[src/rtl/btb_update_ctrl.sv]
// BTB training-update sequencer: arbitrates two mispredict reports, coalesces them by PC,
// buffers them in a small circular queue and drains one registered BTB update per cycle.
module btb_update_ctrl #(
    parameter int QDEPTH = 4,
    parameter int CNTW   = 16
) (
    input  logic                    clk,
    input  logic                    reset,
    input  logic                    req0_valid,
    input  logic [31:0]             req0_pc,
    input  logic [31:0]             req0_target,
    input  logic [2:0]              req0_ins_type,
    input  logic                    req1_valid,
    input  logic [31:0]             req1_pc,
    input  logic [31:0]             req1_target,
    input  logic [2:0]              req1_ins_type,
    input  logic                    hold,
    input  logic                    flush,
    output logic                    req_ready,
    output logic                    branch_mistaken,
    output logic [31:0]             wrong_pc,
    output logic [31:0]             right_target,
    output logic [2:0]              ins_type_w,
    output logic [$clog2(QDEPTH):0] q_count,
    output logic [CNTW-1:0]         drop_cnt
);
    localparam int PW = $clog2(QDEPTH);
    localparam int CW = PW + 1;
    localparam int DW = CNTW + 1;

    logic [31:0]     pc_q   [QDEPTH];
    logic [31:0]     pc_d   [QDEPTH];
    logic [31:0]     tgt_q  [QDEPTH];
    logic [31:0]     tgt_d  [QDEPTH];
    logic [2:0]      typ_q  [QDEPTH];
    logic [2:0]      typ_d  [QDEPTH];
    logic [PW-1:0]   head_q, head_d;
    logic [PW-1:0]   tail_q, tail_d;
    logic [CW-1:0]   count_q, count_d;
    logic [CNTW-1:0] drop_q, drop_d;
    logic            bm_q, bm_d;
    logic [31:0]     wpc_q, wpc_d;
    logic [31:0]     rtgt_q, rtgt_d;
    logic [2:0]      wtyp_q, wtyp_d;

    logic            pop;
    logic            take0;
    logic            hit0, hit1;
    logic [PW-1:0]   idx0, idx1;
    logic [PW-1:0]   off;
    logic [PW-1:0]   wptr;
    logic [CW-1:0]   n_alloc;
    logic [1:0]      n_drop;
    logic [DW-1:0]   drop_sum;

    // Capacity is judged on the start-of-cycle count; a same-cycle pop frees nothing.
    assign req_ready = (CW'(QDEPTH) - count_q) >= CW'(2);

    always_comb begin
        pc_d     = pc_q;
        tgt_d    = tgt_q;
        typ_d    = typ_q;
        head_d   = head_q;
        tail_d   = tail_q;
        count_d  = count_q;
        drop_d   = drop_q;
        bm_d     = 1'b0;
        wpc_d    = wpc_q;
        rtgt_d   = rtgt_q;
        wtyp_d   = wtyp_q;
        pop      = (count_q != '0) && !hold && !flush;
        take0    = req0_valid && !(req1_valid && (req0_pc[31:2] == req1_pc[31:2]));
        hit0     = 1'b0;
        hit1     = 1'b0;
        idx0     = '0;
        idx1     = '0;
        off      = '0;
        wptr     = tail_q;
        n_alloc  = '0;
        n_drop   = '0;
        drop_sum = '0;

        // The head leaving this cycle is not a coalescing target; a match there allocates anew.
        for (int i = 0; i < QDEPTH; i++) begin
            off = PW'(i) - head_q;
            if ((CW'(off) < count_q) && !(pop && (off == '0))) begin
                if (!hit0 && (pc_q[i][31:2] == req0_pc[31:2])) begin
                    hit0 = 1'b1;
                    idx0 = PW'(i);
                end
                if (!hit1 && (pc_q[i][31:2] == req1_pc[31:2])) begin
                    hit1 = 1'b1;
                    idx1 = PW'(i);
                end
            end
        end

        if (flush) begin
            head_d  = '0;
            tail_d  = '0;
            count_d = '0;
        end else begin
            if (req_ready) begin
                if (take0) begin
                    if (hit0) begin
                        tgt_d[idx0] = req0_target;
                        typ_d[idx0] = req0_ins_type;
                    end else begin
                        pc_d[wptr]  = req0_pc;
                        tgt_d[wptr] = req0_target;
                        typ_d[wptr] = req0_ins_type;
                        wptr        = wptr + 1'b1;
                        n_alloc     = n_alloc + 1'b1;
                    end
                end
                if (req1_valid) begin
                    if (hit1) begin
                        tgt_d[idx1] = req1_target;
                        typ_d[idx1] = req1_ins_type;
                    end else begin
                        pc_d[wptr]  = req1_pc;
                        tgt_d[wptr] = req1_target;
                        typ_d[wptr] = req1_ins_type;
                        wptr        = wptr + 1'b1;
                        n_alloc     = n_alloc + 1'b1;
                    end
                end
            end else begin
                n_drop   = {1'b0, req0_valid} + {1'b0, req1_valid};
                drop_sum = {1'b0, drop_q} + DW'(n_drop);
                drop_d   = drop_sum[CNTW] ? '1 : drop_sum[CNTW-1:0];
            end

            if (pop) begin
                bm_d   = 1'b1;
                wpc_d  = pc_q[head_q];
                rtgt_d = tgt_q[head_q];
                wtyp_d = typ_q[head_q];
                head_d = head_q + 1'b1;
            end
            tail_d  = wptr;
            count_d = count_q + n_alloc - CW'(pop);
        end
    end

    always_ff @(posedge clk) begin
        if (reset) begin
            for (int i = 0; i < QDEPTH; i++) begin
                pc_q[i]  <= '0;
                tgt_q[i] <= '0;
                typ_q[i] <= '0;
            end
            head_q  <= '0;
            tail_q  <= '0;
            count_q <= '0;
            drop_q  <= '0;
            bm_q    <= 1'b0;
            wpc_q   <= '0;
            rtgt_q  <= '0;
            wtyp_q  <= '0;
        end else begin
            pc_q    <= pc_d;
            tgt_q   <= tgt_d;
            typ_q   <= typ_d;
            head_q  <= head_d;
            tail_q  <= tail_d;
            count_q <= count_d;
            drop_q  <= drop_d;
            bm_q    <= bm_d;
            wpc_q   <= wpc_d;
            rtgt_q  <= rtgt_d;
            wtyp_q  <= wtyp_d;
        end
    end

    assign branch_mistaken = bm_q;
    assign wrong_pc        = wpc_q;
    assign right_target    = rtgt_q;
    assign ins_type_w      = wtyp_q;
    assign q_count         = count_q;
    assign drop_cnt        = drop_q;

endmodule

[config.mk]
export PLATFORM = sky130hd
export DESIGN_NAME = btb_update_ctrl
export DESIGN_NICKNAME = d
export VERILOG_FILES = /design/src/rtl/btb_update_ctrl.sv
export SDC_FILE = /design/constraint.sdc
export NUM_CORES = 2
export LEC_CHECK = 0
export CORE_MARGIN = 2
export CORE_UTILIZATION = 40
export DETAILED_ROUTE_END_ITERATION = 8
export SYNTH_ARGS = -nofsm -noshare
export SYNTH_HDL_FRONTEND = slang
export SYNTH_SLANG_ARGS = --single-unit
[constraint.sdc]
create_clock -name clk -period 12.74 [get_ports clk]
set_input_delay 1.911 -clock clk [delete_from_list [all_inputs] [get_ports clk]]
set_output_delay 1.911 -clock clk [all_outputs]
set_load 0.03 [all_outputs]
## After elaboration in Yosys (flattened, before gate mapping)

Index checks and enable logic that the tools add are counted.

- Bits in registers: 359
- Input port bits: 140
- Output and inout port bits: 88
- Logic and storage cells: 204

- $add $sub $neg: 13
- Order comparisons: 14
- Equality and inequality tests: 9
- Muxes and demuxes: 97
- Bitwise logic cells: 7
- Reduce and logical (&&, ||, !) cells: 44

Operator list:

| cell | number |
|---|---|
| 128-bit 2-to-1 mux | 12 |
| 128-bit bitwise mux | 6 |
| 30-bit equality test | 9 |
| 32-bit demux with 2-bit select | 4 |
| 32-bit 2-to-1 mux | 8 |
| 32-bit binary-select mux with 2-bit select | 2 |
| 12-bit 2-to-1 mux | 6 |
| 12-bit bitwise mux | 4 |
| 3-bit 2-to-1 mux | 12 |
| 2-bit 2-to-1 mux | 14 |
| 3-bit demux with 2-bit select | 4 |
| 1-bit 2-to-1 mux | 23 |
| 1-bit logical AND | 22 |
| 16-bit by 2-bit adder with 17-bit output | 1 |
| 16-bit 2-to-1 mux | 1 |
| 3-bit greater-or-equal comparator (second input constant) | 5 |
| 2-bit inverter with 3-bit output | 5 |
| 1-bit zero test | 13 |
| 2-bit by 3-bit < comparator with 1-bit output | 4 |
| 3-bit by 1-bit < comparator with 1-bit output (second input constant) | 4 |
| 2-bit zero test | 4 |
| 2-bit by 1-bit adder with 2-bit output (second input constant) | 3 |
| 3-bit binary-select mux with 2-bit select | 1 |
| 2-bit AND reduction | 3 |
| other kinds (11) | 14 |

## Longest topological paths before layout

- Word-level depth: 32
- Mapped depth: 25
- Mapped depth without buffers: 22

## Worst setup path before layout

No wires, ideal clock.

- Kind: input to register
- Start point: input port flush
- End point: register tgt_q[0] (netlist bit)
- Setup time: 0.122 ns
- Arrival: 5.441 ns
- Data required time: 12.618 ns
- Slack: 7.177 ns
- Cell stages on the path: 20
- Path buffers: 5
- Cells stage by stage: or3_1 -> buf_2 -> inv_2 -> buf_4 -> a221o_1 -> or3_1 -> buf_2 -> and3_1 -> buf_2 -> nand2_1 -> inv_1 -> xnor2_1 -> ha_1 -> inv_1 -> o31ai_1 -> or4b_4 -> o211ai_1 -> o221ai_2 -> buf_6 -> a221o_1

- Word-level cells in the longest chain between the ends: 31
- Elaborated cells on any way between the ends: 85
- Those cells by class: order compare: 6; mux: 45; bitwise: 4; reduce/logical: 30

RTL lines:

| item | line | RTL |
|---|---|---|
| start, declared | 18 | `input logic flush,` |
| 1-bit zero test | 71 | `pop = (count_q != '0) && !hold && !flush;` |
| 1-bit logical AND | 71 |  |
| 1-bit logical AND | 86 | `if ((CW'(off) < count_q) && !(pop && (off == '0))) begin` |
| 1-bit zero test | 86 |  |
| 1-bit logical AND | 86 |  |
| 1-bit 2-to-1 mux | 86 |  |
| 1-bit zero test | 87 | `if (!hit0 && (pc_q[i][31:2] == req0_pc[31:2])) begin` |
| 1-bit logical AND | 87 |  |
| [... 15 more ...] | -- |  |
| 128-bit bitwise mux | 106 | `tgt_d[idx0] = req0_target;` |
| 128-bit 2-to-1 mux | 105 | `if (hit0) begin` |
| 128-bit 2-to-1 mux | 104 | `if (take0) begin` |
| 128-bit 2-to-1 mux | 103 | `if (req_ready) begin` |
| 128-bit 2-to-1 mux | 98 | `if (flush) begin` |
| 128-bit bitwise mux, on equally long branches | 122, 118 |  |
| 128-bit 2-to-1 mux | 117 | `if (hit1) begin` |
| 128-bit 2-to-1 mux | 116 | `if (req1_valid) begin` |
| end signal, assigned | 163 | `tgt_q <= tgt_d;` |
| end, declared | 33 | `logic [31:0] tgt_q [QDEPTH];` |

Several ways; a longest one is shown, not always the timed one. The select of a mux whose other input is x is not followed.
A chain may end at the register's enable or synchronous reset.

## Worst setup path after layout

- Start point: input port req0_pc[26]
- End point: register pc_q[79] (netlist bit)

- Word-level cells in the longest chain between the ends: 27
- Elaborated cells on any way between the ends: 39
- Those cells by class: order compare: 2; eq/ne: 5; mux: 21; bitwise: 1; reduce/logical: 10

RTL lines:

| item | line | RTL |
|---|---|---|
| start, declared | 10 | `input logic [31:0] req0_pc,` |
| 30-bit equality test | 87 |  |
| 1-bit 2-to-1 mux | 87 |  |
| 1-bit 2-to-1 mux | 86 |  |
| 1-bit zero test | 87 |  |
| 1-bit logical AND | 87 |  |
| 1-bit 2-to-1 mux | 87 |  |
| 1-bit 2-to-1 mux | 86 |  |
| 1-bit zero test | 87 |  |
| [... 11 more ...] | -- |  |
| 2-bit inverter with 3-bit output (implied by the code) | 121 | `pc_d[wptr] = req1_pc;` |
| 3-bit greater-or-equal comparator (implied by the code) or 3-bit by 1-bit < comparator with 1-bit output (tied branches) | 121 |  |
| 1-bit logical AND (implied by the code) | 121 |  |
| 32-bit 2-to-1 mux (implied by the code) | 121 |  |
| 32-bit demux with 2-bit select | 121 |  |
| 128-bit bitwise mux | 121 |  |
| 128-bit 2-to-1 mux | 117 |  |
| 128-bit 2-to-1 mux (*) | 116 |  |
| end signal, assigned | 162 | `pc_q <= pc_d;` |
| end, declared | 31 | `logic [31:0] pc_q [QDEPTH];` |

Mark *: on every way between the ends. The rest lies on a longest branch, timed or not. The select of a mux whose other input is x is not followed.

==> summary.md <==
| Metric | Value |
|---|---|
| Status | complete, no violations |
| Total congestion overflow | 0 |
| Top cells by count, synth | 359 x dfxtp_1, 220 x xor2_1, 163 x a221oi_1 |
| Clock skew | 0.0304 ns |
| Post-synthesis sequential area ratio | 0.337 |
| Post-CTS Hold Buffers | 0 |
| Pwr Density | 144 nW/um^2 |
| Post-cts sizing count | 0 |
| Setup CP Type | primary input to flip-flop |
| #FFs+latches synth | 359 |
| Drt wl/cell | 27.1 microns |
| Leakage | 8.91 nW |
| Reg-to-Reg Start | head_q[0] |
| Skew-Pair Late Insertion Delay | 0.60 ns |
| Clock group share of total power | 0.359 |
| Initial core utilization | 0.405 |
| Slew margin rel. | 0.275 |
| Drt pass-1 iters | 5 |
| Worst Max-Slew Pin Slew | 1.09 ns |
| Num CTS Buffers | 43 |
| Mapped Cells | 2,301 |
| H-tree levels | 2 |
| Async S/R FF share, synth | 0 |
| Chip width | 235 microns |
| Switching share of power | 0.347 |
| CP max FO | 33 |
| Max_cap viols | 0 |
| Die H | 235 microns |
| DP Cell Count | 2,999 |
| Post-CTS Setup Bufs | 0 |
| Synthesized area per cell | 9.25 sq um |
| Worst Path Required | 13.23 ns |
| RSZ-0062 raised after global routing | no |
| Switching power total | 1.26 mW |
| Largest net degree at the start of global routing | 92 |
| Unique masters post-synth | 65 |
| Number of remaining DRC errors | 0 |
| Synthesized cell area | 21,300 sq um |
| CP startpoint kind | primary input |
| Source of the worst hold timing path | wrong_pc[11] |
| Share of power burned in registers | 0.375 |
| Final hold violations | 0 |
| WP data arrival | 7.95 ns |
| Most Crowded Layer GR | met2 |
| All-Layer GR Usage | 0.293 |
| CP Capture Type | flip-flop |
| First DRT Iteration DRCs | 2,436 |
| Nets | 2,522 |
| Die ar. | 55,100 sq um |
| Crit. Startpoint | req0_pc[26] |
| Top FF cell, synth | dfxtp_1 |
| TritonCTS clock tree | yes |
| Final setup viols | 0 |
| Syn-to-layout area delta | 18.4% |
| DPL Wire Length | 54,300 microns |
| Synth top area share | 0.337 |
| Synth area leaders | dfxtp_1 34%, xor2_1 9.0%, mux4_2 7.1%, a221oi_1 6.7%, o31ai_1 4.7% |
| Logic gate share of total power | 0.266 |
| GR Layer Usage met1 | 0.408 |
| Clock transition at the registers of the reported paths | 0.06 ns |
| GR met3 Demand/Resource | 0.0512 |
| Power Internal | 2.38 mW |
| Initial antenna violation count | 3 |
| Met2 usage | 0.453 |
| Most common cell in the synthesized netlist | dfxtp_1 |
| Max Clock Freq | 134 MHz |
| Non-Filler Instances | 3,073 |
| Hold Path Class | flip-flop to flip-flop |
| Placement Rows | 84 |
| Area leader, netlist | dfxtp_1 |
| Peak VDD IR | 0.0912 mV |
| Share of cells above drive strength 1 | 0.116 |
| Mapped Nets | 2,467 |
| IO Port Bufs | 227 |
| Setup TNS | 0 ns |
| I/O pin count | 228 |
| Via Count | 19,600 |
| Placeable Area | 52,600 sq um |
| Final GP Congestion | 1.04 |
| Fin crit share | 0.586 |
| Root buffer cell | clkbuf_16 |
| Max Slew Vio Count | 0 |
| Detail Route Antenna Nets | 0 |
| # fillers | 4,992 |
| Minimum clock period after layout | 7.47 ns |
| Vias per inst | 6.38 |
| Final wirelength | 83,400 microns |
| Syn. warnings | 0 |
| Vias in the first global route | 19,000 |
| Post-synth EDFFs | 0 |
| Clock sinks | 359 |
| First-pass GRT wire length | 125,000 microns |
| CTS max path bufs | 3 |
metrics by stage:
step | area, sq um | hold WS (ns) | power (mW) | worst slack, ns | utilization
5_1_grt | 25200 | 0.475 | 3.78 | 5.04 | 0.480
3_5_place_dp | 23700 | 0.446 | 2.33 | 4.90 | 0.451
3_3_place_gp | 23700 | 0.443 | 2.32 | 5.03 | 0.451
6_report | 25200 | 0.454 | 3.64 | 5.27 | 0.480
2_1_floorplan | 21300 | 0.442 | 1.97 | 7.18 | -
4_1_cts | 25200 | 0.454 | 3.64 | 5.52 | 0.480
cell usage in the layout, fill, tap and decap left out, types with 5 or more instances in the layout:
cell type / count
a221oi_1: 163
and2_1: 78
dfxtp_1: 357
o221a_2: 72
a221o_1: 72
xor2_1: 220
o2bb2ai_1: 34
clkbuf_16: 43
and3_1: 6
nor4_1: 54
o21ai_0: 38
nor2_1: 19
clkbuf_1: 6
nand3_1: 17
o31ai_1: 134
mux4_2: 67
clkdlybuf4s50_1: 226
clkbuf_8: 8
xnor2_1: 63
or3_1: 9
nand3b_1: 32
nand2b_1: 97
inv_1: 152
nand4_1: 33
bufinv_16: 5
nor3_1: 7
a21oi_1: 82
nand2_1: 153
ha_1: 24
buf_4: 34
sequential cells by signal, summed over array words and instances (netlist names), 3 cells and up:
name / count
right_target: 32
pc_q: 128
drop_cnt: 16
ins_type_w: 3
tgt_q: 128
typ_q: 12
q_count: 3
wrong_pc: 32
routing by layer:
metal	vias up	share of wire	wire, microns
li1	8641	-	-
met1	9791	0.43	35900
met2	1001	0.45	37400
met3	176	0.085	7120
met4	4	0.037	3060
met5	-	0.00036	30
layout make-up:
type	instances	area, sq um	area share
clock buffer	57	1210	0.0479
sequential	359	7190	0.285
timing repair buffer	261	2530	0.100
antenna	1	2.50	0.0000993
tap	688	861	0.0341
clock inverter	16	282	0.0112
inverter	154	578	0.0229
multi-input combinational	1537	12600	0.498
final timing paths:
path,end,cells past startpoint,slack (ns)
worst max-delay path,pc_q[79],16,5.27
worst min-delay path,wrong_pc[11],2,0.45
worst max register to register,pc_q[79],16,6.26
worst min register to register,wrong_pc[11],2,0.45
kinds of logic (layout without fill, tap and decap cells):
family	count (synthesis)	in the layout	share of synthesized area
adder cells (fa/ha/maj)	26	26	0.0160
AO/OA/AOI/OAI	627	627	0.241
other	0	1	0
multiplexers	70	70	0.0723
buffers and inverters	405	488	0.0786
AND/OR/NAND/NOR	531	531	0.138
XOR/XNOR	283	283	0.116
flip-flops	359	359	0.337
worst max-delay path: stages:
cell and delay, ns:
clkdlybuf4s50_1 0.90, xor2_1 0.21, nor4_1 0.55, nand4_1 0.22
or3_1 0.54, and2_1 0.32, nand2_1 0.16, inv_1 0.13
xnor2_1 0.27, ha_1 0.23, and2_1 0.13, buf_4 0.38
and2_1 0.75, buf_4 0.41, o21ai_4 0.33, a221oi_1 0.44
power groups by stage:
stage	combinational, mW	sequential, mW	clock (mW)
after CTS	0.952	1.36	1.33
final	0.966	1.37	1.31
after detailed placement	0.948	1.38	0
after global placement	0.940	1.38	0
after floorplan	0.621	1.35	0
after global routing	1.03	1.37	1.38
Power figures use the tool's default switching activity.
